`src/rtl/spi_bus_arbiter_if.sv`:
```
// Handshake/bus bundle between the two SPI requesters, the arbiter and the shared SPI master.
// The arbiter uses the slave modport; the requester/master environment uses the master modport.
interface spi_bus_arbiter_if;
  logic [1:0] req_i;
  logic [1:0] start_i;
  logic [7:0] tx_data_sensor_i;
  logic [7:0] tx_data_sd_i;
  logic [1:0] gnt_o;
  logic [1:0] done_o;
  logic [7:0] rx_data_o;
  logic       timeout_o;
  logic       spi_start_o;
  logic [7:0] spi_tx_data_o;
  logic [7:0] spi_rx_data_i;
  logic       spi_done_i;
  logic       cs_sensor_o;
  logic       cs_sd_o;

  modport slave (
    input  req_i, start_i, tx_data_sensor_i, tx_data_sd_i, spi_rx_data_i, spi_done_i,
    output gnt_o, done_o, rx_data_o, timeout_o, spi_start_o, spi_tx_data_o, cs_sensor_o, cs_sd_o
  );

  modport master (
    output req_i, start_i, tx_data_sensor_i, tx_data_sd_i, spi_rx_data_i, spi_done_i,
    input  gnt_o, done_o, rx_data_o, timeout_o, spi_start_o, spi_tx_data_o, cs_sensor_o, cs_sd_o
  );
endinterface

```
`src/rtl/spi_bus_arbiter.sv`:
```
// Shares one SPI byte master between the light sensor (0) and SD card (1) with burst fairness and a watchdog.
// Optional: define ARB_FIXED_PRIORITY_EN for sensor-first ties and SD-only burst preemption.
module spi_bus_arbiter #(
  parameter int unsigned TIMEOUT_CYCLES = 100000,
  parameter int unsigned MAX_BURST      = 16
) (
  input logic              clk_i,
  input logic              rst_i,
  spi_bus_arbiter_if.slave bus
);
  localparam int unsigned    TCW     = $clog2(TIMEOUT_CYCLES + 1);
  localparam int unsigned    BCW     = $clog2(MAX_BURST + 1);
  localparam logic [TCW-1:0] TC_LAST = TCW'(TIMEOUT_CYCLES - 1);
  localparam logic [BCW-1:0] BC_MAX  = BCW'(MAX_BURST);

  typedef enum logic [1:0] {IDLE, GRANT, XFER, RELEASE} state_t;

  state_t         state_q, state_d;
  logic           owner_q, owner_d;
  logic [BCW-1:0] bcnt_q, bcnt_d, bcnt_inc;
  logic [TCW-1:0] tcnt_q, tcnt_d;
  logic           preempt;

  logic [1:0] gnt_d, done_d;
  logic [7:0] tx_d, rx_d;
  logic       timeout_d, spi_start_d, cs_sensor_d, cs_sd_d;

  assign bcnt_inc = (bcnt_q == BC_MAX) ? bcnt_q : bcnt_q + BCW'(1);

`ifdef ARB_FIXED_PRIORITY_EN
  assign preempt = owner_q && (bcnt_inc == BC_MAX) && bus.req_i[0];
`else
  assign preempt = (bcnt_inc == BC_MAX) && bus.req_i[~owner_q];
`endif

  // owner_q doubles as the last-served pointer once the bus is released
  always_ff @(posedge clk_i or negedge rst_i) begin
    if (!rst_i) begin
      state_q <= IDLE;
      owner_q <= 1'b1;
    end else begin
      state_q <= state_d;
      owner_q <= owner_d;
    end
  end

  always_comb begin
    state_d = state_q;
    owner_d = owner_q;
    unique case (state_q)
      IDLE: begin
        if (bus.req_i != 2'b00) begin
          state_d = GRANT;
          if (bus.req_i == 2'b01)      owner_d = 1'b0;
          else if (bus.req_i == 2'b10) owner_d = 1'b1;
          else begin
`ifdef ARB_FIXED_PRIORITY_EN
            owner_d = 1'b0;
`else
            owner_d = ~owner_q;
`endif
          end
        end
      end
      GRANT: begin
        if (!bus.req_i[owner_q])        state_d = RELEASE;
        else if (bus.start_i[owner_q])  state_d = XFER;
      end
      XFER: begin
        if (bus.spi_done_i) begin
          if (!bus.req_i[owner_q] || preempt) state_d = RELEASE;
          else                                state_d = GRANT;
        end else if (tcnt_q == TC_LAST) begin
          state_d = RELEASE;
        end
      end
      RELEASE: state_d = IDLE;
      default: state_d = IDLE;
    endcase
  end

  always_comb begin
    bcnt_d      = bcnt_q;
    tcnt_d      = tcnt_q;
    done_d      = '0;
    timeout_d   = 1'b0;
    spi_start_d = 1'b0;
    tx_d        = bus.spi_tx_data_o;
    rx_d        = bus.rx_data_o;
    unique case (state_q)
      IDLE: if (state_d == GRANT) bcnt_d = '0;
      GRANT: begin
        if (state_d == XFER) begin
          tx_d        = owner_q ? bus.tx_data_sd_i : bus.tx_data_sensor_i;
          spi_start_d = 1'b1;
          tcnt_d      = '0;
        end
      end
      XFER: begin
        // a done in the final watchdog cycle still completes the byte
        if (bus.spi_done_i) begin
          rx_d            = bus.spi_rx_data_i;
          done_d[owner_q] = 1'b1;
          bcnt_d          = bcnt_inc;
        end else if (tcnt_q == TC_LAST) begin
          timeout_d = 1'b1;
        end else begin
          tcnt_d = tcnt_q + TCW'(1);
        end
      end
      default: ;
    endcase

    gnt_d       = '0;
    cs_sensor_d = 1'b1;
    cs_sd_d     = 1'b1;
    if (state_d == GRANT || state_d == XFER) begin
      gnt_d[owner_d] = 1'b1;
      if (owner_d) cs_sd_d     = 1'b0;
      else         cs_sensor_d = 1'b0;
    end
  end

  always_ff @(posedge clk_i or negedge rst_i) begin
    if (!rst_i) begin
      bcnt_q            <= '0;
      tcnt_q            <= '0;
      bus.gnt_o         <= '0;
      bus.done_o        <= '0;
      bus.timeout_o     <= 1'b0;
      bus.spi_start_o   <= 1'b0;
      bus.spi_tx_data_o <= '0;
      bus.rx_data_o     <= '0;
      bus.cs_sensor_o   <= 1'b1;
      bus.cs_sd_o       <= 1'b1;
    end else begin
      bcnt_q            <= bcnt_d;
      tcnt_q            <= tcnt_d;
      bus.gnt_o         <= gnt_d;
      bus.done_o        <= done_d;
      bus.timeout_o     <= timeout_d;
      bus.spi_start_o   <= spi_start_d;
      bus.spi_tx_data_o <= tx_d;
      bus.rx_data_o     <= rx_d;
      bus.cs_sensor_o   <= cs_sensor_d;
      bus.cs_sd_o       <= cs_sd_d;
    end
  end
endmodule

```
`src/flat_wrapper.sv`:
```
// flat-port wrapper written by rule: the top's interface ports become plain ports
module spi_bus_arbiter_flat 
#(
  parameter int unsigned TIMEOUT_CYCLES = 100000,
  parameter int unsigned MAX_BURST      = 16
)
  (clk_i, rst_i, bus_req_i, bus_start_i, bus_tx_data_sensor_i, bus_tx_data_sd_i, bus_spi_rx_data_i, bus_spi_done_i, bus_gnt_o, bus_done_o, bus_rx_data_o, bus_timeout_o, bus_spi_start_o, bus_spi_tx_data_o, bus_cs_sensor_o, bus_cs_sd_o);
  spi_bus_arbiter_if bus_i ();
  input logic clk_i;
  input logic rst_i;
  input wire logic [$bits(bus_i.req_i)-1:0] bus_req_i;
  input wire logic [$bits(bus_i.start_i)-1:0] bus_start_i;
  input wire logic [$bits(bus_i.tx_data_sensor_i)-1:0] bus_tx_data_sensor_i;
  input wire logic [$bits(bus_i.tx_data_sd_i)-1:0] bus_tx_data_sd_i;
  input wire logic [$bits(bus_i.spi_rx_data_i)-1:0] bus_spi_rx_data_i;
  input wire logic [$bits(bus_i.spi_done_i)-1:0] bus_spi_done_i;
  output wire logic [$bits(bus_i.gnt_o)-1:0] bus_gnt_o;
  output wire logic [$bits(bus_i.done_o)-1:0] bus_done_o;
  output wire logic [$bits(bus_i.rx_data_o)-1:0] bus_rx_data_o;
  output wire logic [$bits(bus_i.timeout_o)-1:0] bus_timeout_o;
  output wire logic [$bits(bus_i.spi_start_o)-1:0] bus_spi_start_o;
  output wire logic [$bits(bus_i.spi_tx_data_o)-1:0] bus_spi_tx_data_o;
  output wire logic [$bits(bus_i.cs_sensor_o)-1:0] bus_cs_sensor_o;
  output wire logic [$bits(bus_i.cs_sd_o)-1:0] bus_cs_sd_o;
  assign bus_i.req_i = bus_req_i;
  assign bus_i.start_i = bus_start_i;
  assign bus_i.tx_data_sensor_i = bus_tx_data_sensor_i;
  assign bus_i.tx_data_sd_i = bus_tx_data_sd_i;
  assign bus_i.spi_rx_data_i = bus_spi_rx_data_i;
  assign bus_i.spi_done_i = bus_spi_done_i;
  assign bus_gnt_o = bus_i.gnt_o;
  assign bus_done_o = bus_i.done_o;
  assign bus_rx_data_o = bus_i.rx_data_o;
  assign bus_timeout_o = bus_i.timeout_o;
  assign bus_spi_start_o = bus_i.spi_start_o;
  assign bus_spi_tx_data_o = bus_i.spi_tx_data_o;
  assign bus_cs_sensor_o = bus_i.cs_sensor_o;
  assign bus_cs_sd_o = bus_i.cs_sd_o;
  spi_bus_arbiter #(.TIMEOUT_CYCLES(TIMEOUT_CYCLES), .MAX_BURST(MAX_BURST)) u_core (.clk_i(clk_i), .rst_i(rst_i), .bus(bus_i));
endmodule
```
`config.mk`:
```
export PLATFORM = sky130hd
export DESIGN_NAME = spi_bus_arbiter_flat
export DESIGN_NICKNAME = d
export VERILOG_FILES = /design/src/rtl/spi_bus_arbiter_if.sv /design/src/rtl/spi_bus_arbiter.sv /design/src/flat_wrapper.sv
export SDC_FILE = /design/constraint.sdc
export NUM_CORES = 1
export LEC_CHECK = 0
export BUFFER_PORTS_ARGS = -buffer_cell sky130_fd_sc_hd__buf_2
export CAP_MARGIN = 5
export CORE_UTILIZATION = 55
export CTS_CLUSTER_SIZE = 28
export DETAILED_ROUTE_END_ITERATION = 10
export PLACE_DENSITY = 0.92
export SETUP_SLACK_MARGIN = 0.3
export SLEW_MARGIN = 10
export SYNTH_ARGS = -nofsm -noshare
export SYNTH_HDL_FRONTEND = slang
export SYNTH_SLANG_ARGS = --single-unit
```
`constraint.sdc`:
```
create_clock -name clk_i -period 7 [get_ports clk_i]
set_clock_uncertainty 0.15 [all_clocks]
set_input_delay 1.4 -clock clk_i [delete_from_list [all_inputs] [get_ports clk_i]]
set_output_delay 1.4 -clock clk_i [all_outputs]
set_load 0.05 [all_outputs]
```
## After elaboration in Yosys (flattened, before gate mapping)

Cells that the tools add are included.

- Word-level logic and storage cells: 91
- Output and inout port bits: 24
- Register bits: 49
- Input port bits: 31

- Eq/ne operators: 15
- Mux-type cells: 42
- Reduce and logical (&&, ||, !) cells: 14
- Bitwise operators: 1
- $lt $le $gt $ge: 5
- $add $sub $neg: 2

Operators by type and width:

| operator | count |
|---|---|
| $mux W17 | 3 |
| $pmux W17 S2 | 1 |
| $mux W1 | 21 |
| $mux W2 | 9 |
| $add A17 B1 Y17 const B | 1 |
| $eq A17 B17 Y1 const B | 1 |
| $mux W5 | 3 |
| $eq A5 B5 Y1 const B | 2 |
| $pmux W5 S2 | 1 |
| $eq A2 B2 Y1 const B | 4 |
| $mux W8 | 1 |
| $pmux W2 S4 | 1 |
| $eq A2 B1 Y1 const B | 3 |
| $lt A1 B2 Y1 const B | 3 |
| $ne A2 B2 Y1 const B | 3 |
| $reduce_bool A2 Y1 | 3 |
| $add A5 B1 Y5 const B | 1 |
| $ne A2 B1 Y1 const B | 2 |
| $reduce_and A2 Y1 | 2 |
| $reduce_and A4 Y1 | 1 |
| $logic_and A1 B1 Y1 | 3 |
| $reduce_and A3 Y1 | 1 |
| $demux W1 S1 | 2 |
| $ge A1 B1 Y1 const B | 2 |
| other kinds (4) | 5 |

## Depth between registers and ports, before layout

Gate-level depths: netlist (run 1).

- Depth after elaboration: 11
- Mapped depth: 11
- Gate-level depth less buffers: 11

## Least setup slack after synthesis (run 1)

Ideal clock, no wire load.

- Kind: input port to flip-flop
- Start: input port bus_req_i[1]
- End: register u_core.bcnt_q[3]
- Setup slack: 3787 ps
- Path buffers: 0
- Setup time: 128 ps
- Data required time: 6722 ps
- Arrival time: 2935 ps
- Stages on the path: 8
- Cells stage by stage: mux2_2 -> and3b_1 -> o32ai_1 -> ha_1 -> mux2i_1 -> or2_2 -> o21ai_0 -> o31ai_1

- Elaborated cells on any way between the ends: 16
- Those cells by class: eq/ne: 2; mux: 9; reduce/logical: 5

RTL lines:

| item | RTL line | source |
|---|---|---|
| start: declaration | flat_wrapper.sv:11 | `input wire logic [$bits(bus_i.req_i)-1:0] bus_req_i;` |
| $mux W1 (implied by the code) (2 in a row) | spi_bus_arbiter.sv:66 | `if (!bus.req_i[owner_q]) state_d = RELEASE;` |
| $mux W2 | spi_bus_arbiter.sv:66 |  |
| $pmux W2 S4 (*) | spi_bus_arbiter.sv:50 | `unique case (state_q)` |
| via u_core.state_d[0] | spi_bus_arbiter.sv:18 | `state_t state_q, state_d;` |
| $eq A2 B1 Y1 (*) | spi_bus_arbiter.sv:91 | `IDLE: if (state_d == GRANT) bcnt_d = '0;` |
| $ne A2 B1 Y1 (no line) (*) | n/a |  |
| $reduce_and A3 Y1 (no line) (*) | n/a |  |
| end signal: assignment | spi_bus_arbiter.sv:137 | `bcnt_q <= bcnt_d;` |
| end: declaration | spi_bus_arbiter.sv:20 | `logic [BCW-1:0] bcnt_q, bcnt_d, bcnt_inc;` |

Mark *: on every way through the listed nets, which the timed path passes. The rest lies on a longest branch. The select of a mux whose other input is x is not followed.
A chain may end at the register's enable or synchronous reset.

## Worst setup path after layout (run 1)

- Start: input port bus_spi_done_i
- End: register u_core.tcnt_q[2]

- Longest elaborated chain between the ends: 5
- Elaborated cells on any way between the ends: 6
- Those cells by class: eq/ne: 3; mux: 2; reduce/logical: 1

Ends and longest elaborated chain:

| item | RTL line | source |
|---|---|---|
| start: declaration | flat_wrapper.sv:16 | `input wire logic [$bits(bus_i.spi_done_i)-1:0] bus_spi_done_i;` |
| $mux W2 | spi_bus_arbiter.sv:70 | `if (bus.spi_done_i) begin` |
| $pmux W2 S4 | spi_bus_arbiter.sv:50 |  |
| via u_core.state_d[1] | spi_bus_arbiter.sv:18 |  |
| $eq A2 B2 Y1 | spi_bus_arbiter.sv:93 | `if (state_d == XFER) begin` |
| $ne A2 B1 Y1 (no line) | n/a |  |
| $reduce_and A4 Y1 (no line) | n/a |  |
| end signal: assignment | spi_bus_arbiter.sv:138 | `tcnt_q <= tcnt_d;` |
| end: declaration | spi_bus_arbiter.sv:21 | `logic [TCW-1:0] tcnt_q, tcnt_d;` |

The timed path passes the listed nets, and every way through them passes these cells.

==> out/qor.csv, run 1 <==
stage,metric,value,unit
cts,Max Buffers Root-to-Sink,2,
cts,Skew-Pair Late Insertion Delay,300,ps
setup_path,crit end category,flop,
sta,# setup viols final,0,
sta,Fmax achieved,274,MHz
power,maximum VDD drop,0.285,mV
die,row count,23,
finish,Layout area overhead,15.8,%
global_route,GR Util All Layers,22.9,%
global_route,initial antenna violation count,0,
sta,slew margin rel.,29.8,%
cts,"Setup Fix Bufs, Post-CTS",0,
logic_synthesis,Avg Synthesized Cell Area,10.5,um^2
route,drt drc,0,
job,max-cap violations,0,
sta,"Slew Viols, Final",0,
sta,crit share post-route,52.2,%
logic_synthesis,Yosys Warn Count,0,
setup_path,Crit path max-delay family,simple AND/OR/NAND/NOR gates,
setup_path,Arrival @ worst endpoint,3670,ps
setup_path,Critical Path Max Stage Delay,450,ps
finish,nets,319,
route,final antenna-violating net count,0,
global_route,Congestion Overflow GR,0,
sta,final hold vios,0,
logic_synthesis,fraction of registers with async set/reset,100,%
cts,CTS Sinks,49,
global_route,largest net degree at the start of global routing,50,
hold_path,Min-Delay Path Class,flop to flop,
logic_synthesis,syn nets,266,
cts,Post-CTS Resized,0,
setup_path,"Worst Path Class, Setup",primary input to flop,
logic_synthesis,sequential cell area fraction in the yosys report,50.8,%
power,Cell Pwr Density,397,nW/um^2
die,io pins,55,
setup_path,startpoint types,primary input,
cts,CTS tree,done,
place,Final HPWL DP,3240,um
power,Leakage,0.00144,uW
logic_synthesis,predominant post-synthesis flop cell,dfrtp_1,
sta,minimum clock period,3650,ps
cts,Post-CTS Hold Buffers,0,
route,Post-Route WL,4650,um
die,die height,68.3,um
sta,RSZ-0062 raised after global routing,false,
sta,setup TNS,0,ps
die,core area,4120,um^2
finish,share of cells above drive strength 1,30.4,%
sta,worst-margin pin slew,1050,ps
cts,H-tree Lvls,2,
logic_synthesis,Unique masters post-synth,44,
place,gpl congestion,0.918,
die,die width,68.3,um
global_route,first-pass GRT wire length,7720,um
cts,root buffer cell,clkbuf_8,
place,# port buffers,54,
die,total die area,4670,um^2
route,DR vias/cell,5.58,
logic_synthesis,Post-Synthesis Cells,230,
setup_path,critical path's slowest cell,inv_1,
finish,antenna cells,0,
place,placed insts,326,
setup_path,sum of buffers and inverters on the critical path,2,
global_route,vias in the first global route,1698,
finish,Finished Layout Cells,333,
setup_path,Critical Path RT,7020,ps
status,outcome,finished clean,
cts,Worst-path clk slew,80,ps
logic_synthesis,mapped cell area,2420,um^2
logic_synthesis,Post-synth EDFFs,0,
setup_path,"Critical Path, Cell by Cell",buf_2 -> nand2_4 -> or3_1 -> o31ai_1 -> ha_1 -> nand2_1 -> inv_1 -> nor3_1,
die,Starting Density,58.8,%
route,via count,1858,
logic_synthesis,"flops & latches, synth",49,
route,Iteration-0 DRC Markers,110,
setup_path,Critical Path Fanout Max,23,
route,DR pass1 iterations,4,
route,WL/cell,14.0,um
cts,Num CTS Buffers,5,
[cells in the final DEF (no fill, tap or decap), types with 2 or more instances in the layout]
master,instances
a21oi_1,6
and3_1,3
buf_2,54
clkbuf_8,6
dfrtp_1,46
dfstp_2,3
ha_1,5
inv_1,9
mux2_2,9
mux2i_1,16
nand2_1,28
nand3_1,4
nand4_1,10
nor2_1,18
nor2b_1,2
nor3_1,6
nor4b_2,2
o21ai_0,16
o21ai_1,2
o31ai_1,3
xor2_1,12
[cells by family (layout without fill, tap and decap cells)]
logic type,count (synthesis),after routing,share of synthesized area (%)
compound gates,31,31,7.39
xor+xnor,12,12,4.34
fa+ha+maj,5,5,2.58
buf+inv,17,70,2.89
flops,49,49,50.8
mux,25,25,10.8
simple gates,91,91,21.2
[final timing paths]
check	from	endpoint	slack (ps)	cells after the start
setup / recovery	bus_spi_done_i	u_core.tcnt_q[2]	3350	8
hold / removal	u_core.bus.spi_tx_data_o[1]	u_core.bus.spi_tx_data_o[1]	330	2
setup reg to reg	u_core.owner_q	u_core.tcnt_q[2]	3710	7
hold reg to reg	u_core.bus.spi_tx_data_o[1]	u_core.bus.spi_tx_data_o[1]	330	2
max in group asynchronous	rst_i	u_core.bus.spi_tx_data_o[2]	4910	1
min in group asynchronous	rst_i	u_core.bus.gnt_o[1]	1130	1
[sequential cells by signal, indices dropped and copies added (netlist names)]
signal / cells
u_core.bcnt_q: 5
u_core.bus.spi_tx_data_o: 8
u_core.bus.gnt_o: 2
u_core.bus.spi_start_o: 1
u_core.bus.cs_sensor_o: 1
u_core.bus.timeout_o: 1
u_core.bus.cs_sd_o: 1
u_core.owner_q: 1
u_core.bus.rx_data_o: 8
u_core.bus.done_o: 2
u_core.state_q: 2
u_core.tcnt_q: 17
[cells in the mapped netlist, drive strengths merged, types with 4 or more instances]
| master | n | area [um^2] |
|---|---|---|
| clkbuf | 5 | 18.8 |
| nand2 | 29 | 116 |
| nand4 | 11 | 75.1 |
| nor2 | 19 | 73.8 |
| a21oi | 6 | 30.0 |
| mux2i | 16 | 160 |
| nand3 | 4 | 20.0 |
| ha | 5 | 62.6 |
| dfrtp | 46 | 1150 |
| mux2 | 9 | 101 |
| nor3 | 7 | 46.3 |
| xor2 | 12 | 105 |
| inv | 9 | 33.8 |
| o21ai | 18 | 90.1 |
[layer usage]
| layer | GRT usage, % | vias up | part of all wire, % |
|---|---|---|---|
| li1 | - | 902 | - |
| met1 | 30.4 | 877 | 46 |
| met2 | 33.6 | 72 | 47 |
| met3 | 6.50 | 7 | 5.2 |
| met4 | 12.5 | 0 | 2.1 |
| met5 | 0 | - | 0 |
[tightest hold or removal path, cell delays in order, from the launching register on]
cell and delay [ps]:
dfrtp_1 350, nand2_1 40, o21ai_0 60
[area by class of cell]
| type | instances | area, um^2 |
|---|---|---|
| Fill cell | 317 | 1310 |
| Sequential cell | 49 | 1230 |
| Multi-Input combinational cell | 164 | 1120 |
| Timing Repair Buffer | 54 | 270 |
| Clock buffer | 7 | 86.3 |
| Tap cell | 50 | 62.6 |
| Inverter | 9 | 33.8 |
[where the power goes]
group	switching [uW]	internal, uW	leakage [uW]
Clock	86.0	78.4	0.0000443
Sequential	69.2	368	0.000636
Combinational	354	157	0.000758
Total	509	603	0.00144
[per-stage QoR]
step	hold slack (ps)	cell area (um^2)	total power (uW)	setup WS, ps	util (%)
5_1_grt	363	2800	1190	3070	68.1
6_report	328	2800	1110	3350	68.1
3_3_place_gp	309	2720	935	3120	66.0
2_1_floorplan	323	2420	830	3790	-
3_5_place_dp	315	2720	950	3020	66.0
4_1_cts	333	2800	1120	3350	68.1
No activity file was read; power rests on OpenSTA's default activity.
==> inputs of run 2 (changes only) <==
- CORE_UTILIZATION: 55 -> 48
- PLACE_DENSITY: 0.92 -> 0.86
- clock period: 7 -> 3 ns (I/O delays scaled with it)
==> out/qor.csv, run 2 (synthesis results as in run 1) <==
stage,metric,value,unit,change
setup_path,"Critical Path, Cell by Cell",mux2_2 -> and3b_1 -> o32ai_2 -> ha_1 -> mux2i_1 -> or2_2 -> o21ai_0 -> o21ai_0,,
route,final antenna-violating net count,0,,unchanged
cts,CTS tree,done,,
setup_path,critical path's slowest cell,dfstp_2,,
power,Cell Pwr Density,904,nW/um^2,+130%
sta,fin worst setup slack,429,ps,-2920 ps
setup_path,"most used cell, CP",o21ai_0,,
global_route,vias in the first global route,1830,,+7.8%
finish,Largest register FFs,17,,unchanged
sta,Fmax achieved,389,MHz,
die,die width,73.0,um,+6.8%
place,Final HPWL DP,3330,um,+2.7%
cts,Max Buffers Root-to-Sink,2,,unchanged
place,# port buffers,54,,unchanged
finish,Layout area overhead,20.2,%,
setup_path,Critical Path Max Stage Delay,600,ps,+150 ps
power,Cell Int Power,1430,uW,+140%
die,die height,73.0,um,+6.8%
sta,slew margin rel.,74.1,%,+44 points
cts,Num CTS Buffers,5,,unchanged
sta,worst-margin pin slew,389,ps,-664 ps
power,maximum VDD drop,0.657,mV,+130%
global_route,Congestion Overflow GR,0,,unchanged
power,Leakage,0.00146,uW,+1.8%
cts,CTS Sinks,49,,unchanged
route,DR vias/cell,5.33,,-4.5%
cts,Worst-path clk slew,80,ps,about the same
setup_path,startpoint types,flop,,
route,Post-Route WL,4500,um,-3.4%
cts,Skew-Pair Late Insertion Delay,300,ps,about the same
finish,"commonest non-fill, non-tap cell in the layout",buf_2,,
die,io pins,55,,unchanged
power,sequential share of power,37.7,%,-1.6 points
power,Combinational Power Share,48.4,%,+2.5 points
global_route,largest net degree at the start of global routing,33,,-34%
status,outcome,finished clean,,
setup_path,Arrival @ worst endpoint,2600,ps,-1070 ps
setup_path,sum of buffers and inverters on the critical path,0,,-2
power,Net Sw Power,1200,uW,+140%
hold_path,Min-Delay Path Class,primary input to async pin,,
sta,crit share post-route,85.7,%,
finish,most frequent cells in the layout,"54 x buf_2, 44 x dfrtp_1, 28 x nand2_1",,
setup_path,R2R Path End,u_core.bcnt_q[2],,
sta,setup TNS,0,ps,unchanged
place,setup slack at placement,328,ps,-2700 ps
route,Iteration-0 DRC Markers,99,,-10%
power,Net Sw Frac,45.5,%,-0.23 points
sta,final hold vios,0,,unchanged
setup_path,Crit path max-delay family,flip-flops,,
global_route,GR Util All Layers,19.9,%,-3.0 points
route,via count,1903,,+2.4%
finish,nets,325,,+1.9%
sta,minimum clock period,2570,ps,
finish,Filler Cells Inserted,398,,+26%
finish,share of cells above drive strength 1,34.1,%,+3.7 points
setup_path,reg2reg start,u_core.owner_q,,
finish,antenna cells,0,,unchanged
die,Starting Density,50.6,%,-8.2 points
sta,RSZ-0062 raised after global routing,false,,
die,total die area,5330,um^2,+14%
setup_path,Reg2Reg Setup Slack,430,ps,-3280 ps
route,drt drc,0,,unchanged
sta,# setup viols final,0,,unchanged
power,Clk network pwr share,14.0,%,-0.8 points
setup_path,"Worst Path Class, Setup",flop to flop,,
cts,H-tree Lvls,2,,unchanged
finish,Largest regs,"u_core.tcnt_q: 17 flops, u_core.bus.rx_data_o: 8 flops, u_core.bus.spi_tx_data_o: 8 flops",,
finish,Largest Register,u_core.tcnt_q,,
setup_path,R2R cell count,8,,+1
route,DR pass1 iterations,4,,unchanged
setup_path,Critical Path Fanout Max,6,,-74%
setup_path,crit end category,flop,,
setup_path,Critical Path RT,3030,ps,-3990 ps
sta,"Slew Viols, Final",0,,unchanged
job,max-cap violations,0,,unchanged
cts,root buffer cell,clkbuf_8,,
place,gpl congestion,0.781,,-15%
die,row count,25,,+8.7%
die,core area,4790,um^2,+16%
global_route,initial antenna violation count,0,,unchanged
global_route,first-pass GRT wire length,8120,um,+5.2%
route,WL/cell,12.6,um,-9.9%
## run 2: layout make-up
type / count / area, um^2 / share of cell area (%)
inverter: 9 / 37.5 / 1.29
multi-input combinational: 164 / 1140 / 39.3
clock inverter: 1 / 5.00 / 0.172
clock buffer: 7 / 76.3 / 2.62
tap: 67 / 83.8 / 2.88
timing repair buffer: 60 / 332 / 11.4
sequential: 49 / 1230 / 42.4
## run 2: metrics by stage
step / util (%) / hold WS (ps) / power (uW) / cells / cell area [um^2]
after detailed placement: 58.0 / 321 / 2240 / 348 / 2780
after CTS: 59.7 / 61.4 / 2610 / 356 / 2860
after global routing: 60.8 / 85.7 / 2810 / 357 / 2910
final: 60.8 / 53.5 / 2630 / 357 / 2910
after floorplan: - / 154 / 1940 / 230 / 2420
after global placement: 58.0 / 307 / 2200 / 348 / 2780
## run 2: what timing repair did
item                                    4_1_cts  5_1_grt
endpoints found under the setup margin        0       31
gates resized for setup                       0        9
hold buffers                                  0        0
setup buffers                                 0        1
## run 2: worst max path at each step
| stage | startpoint | end | slack [ps] | cells past startpoint |
|---|---|---|---|---|
| 6_report | u_core.owner_q | u_core.bcnt_q[2] | 430 | 8 |
| 5_1_grt | u_core.tcnt_q[12] | u_core.bcnt_q[3] | 290 | 10 |
| 2_1_floorplan | u_core.owner_q | u_core.bcnt_q[3] | 370 | 9 |
| 4_1_cts | u_core.bcnt_q[0] | u_core.tcnt_q[2] | 370 | 8 |
| 3_3_place_gp | bus_req_i[1] | u_core.bcnt_q[3] | 390 | 9 |
| 3_5_place_dp | bus_req_i[0] | u_core.bcnt_q[2] | 330 | 9 |
## run 2: power by group through the flow
stage	sequential (uW)	combinational, uW	clock [uW]
4_1_cts	989	1240	383
5_1_grt	1010	1390	408
3_5_place_dp	998	1240	0
2_1_floorplan	1430	505	0
6_report	991	1270	368
3_3_place_gp	988	1210	0
## run 2: routing by layer
metal | share of wire (%) | GRT usage (%)
met1 | 46 | 26.5
met2 | 47 | 31.9
met3 | 5.6 | 5.11
met4 | 1.4 | 6.54
met5 | 0 | 0
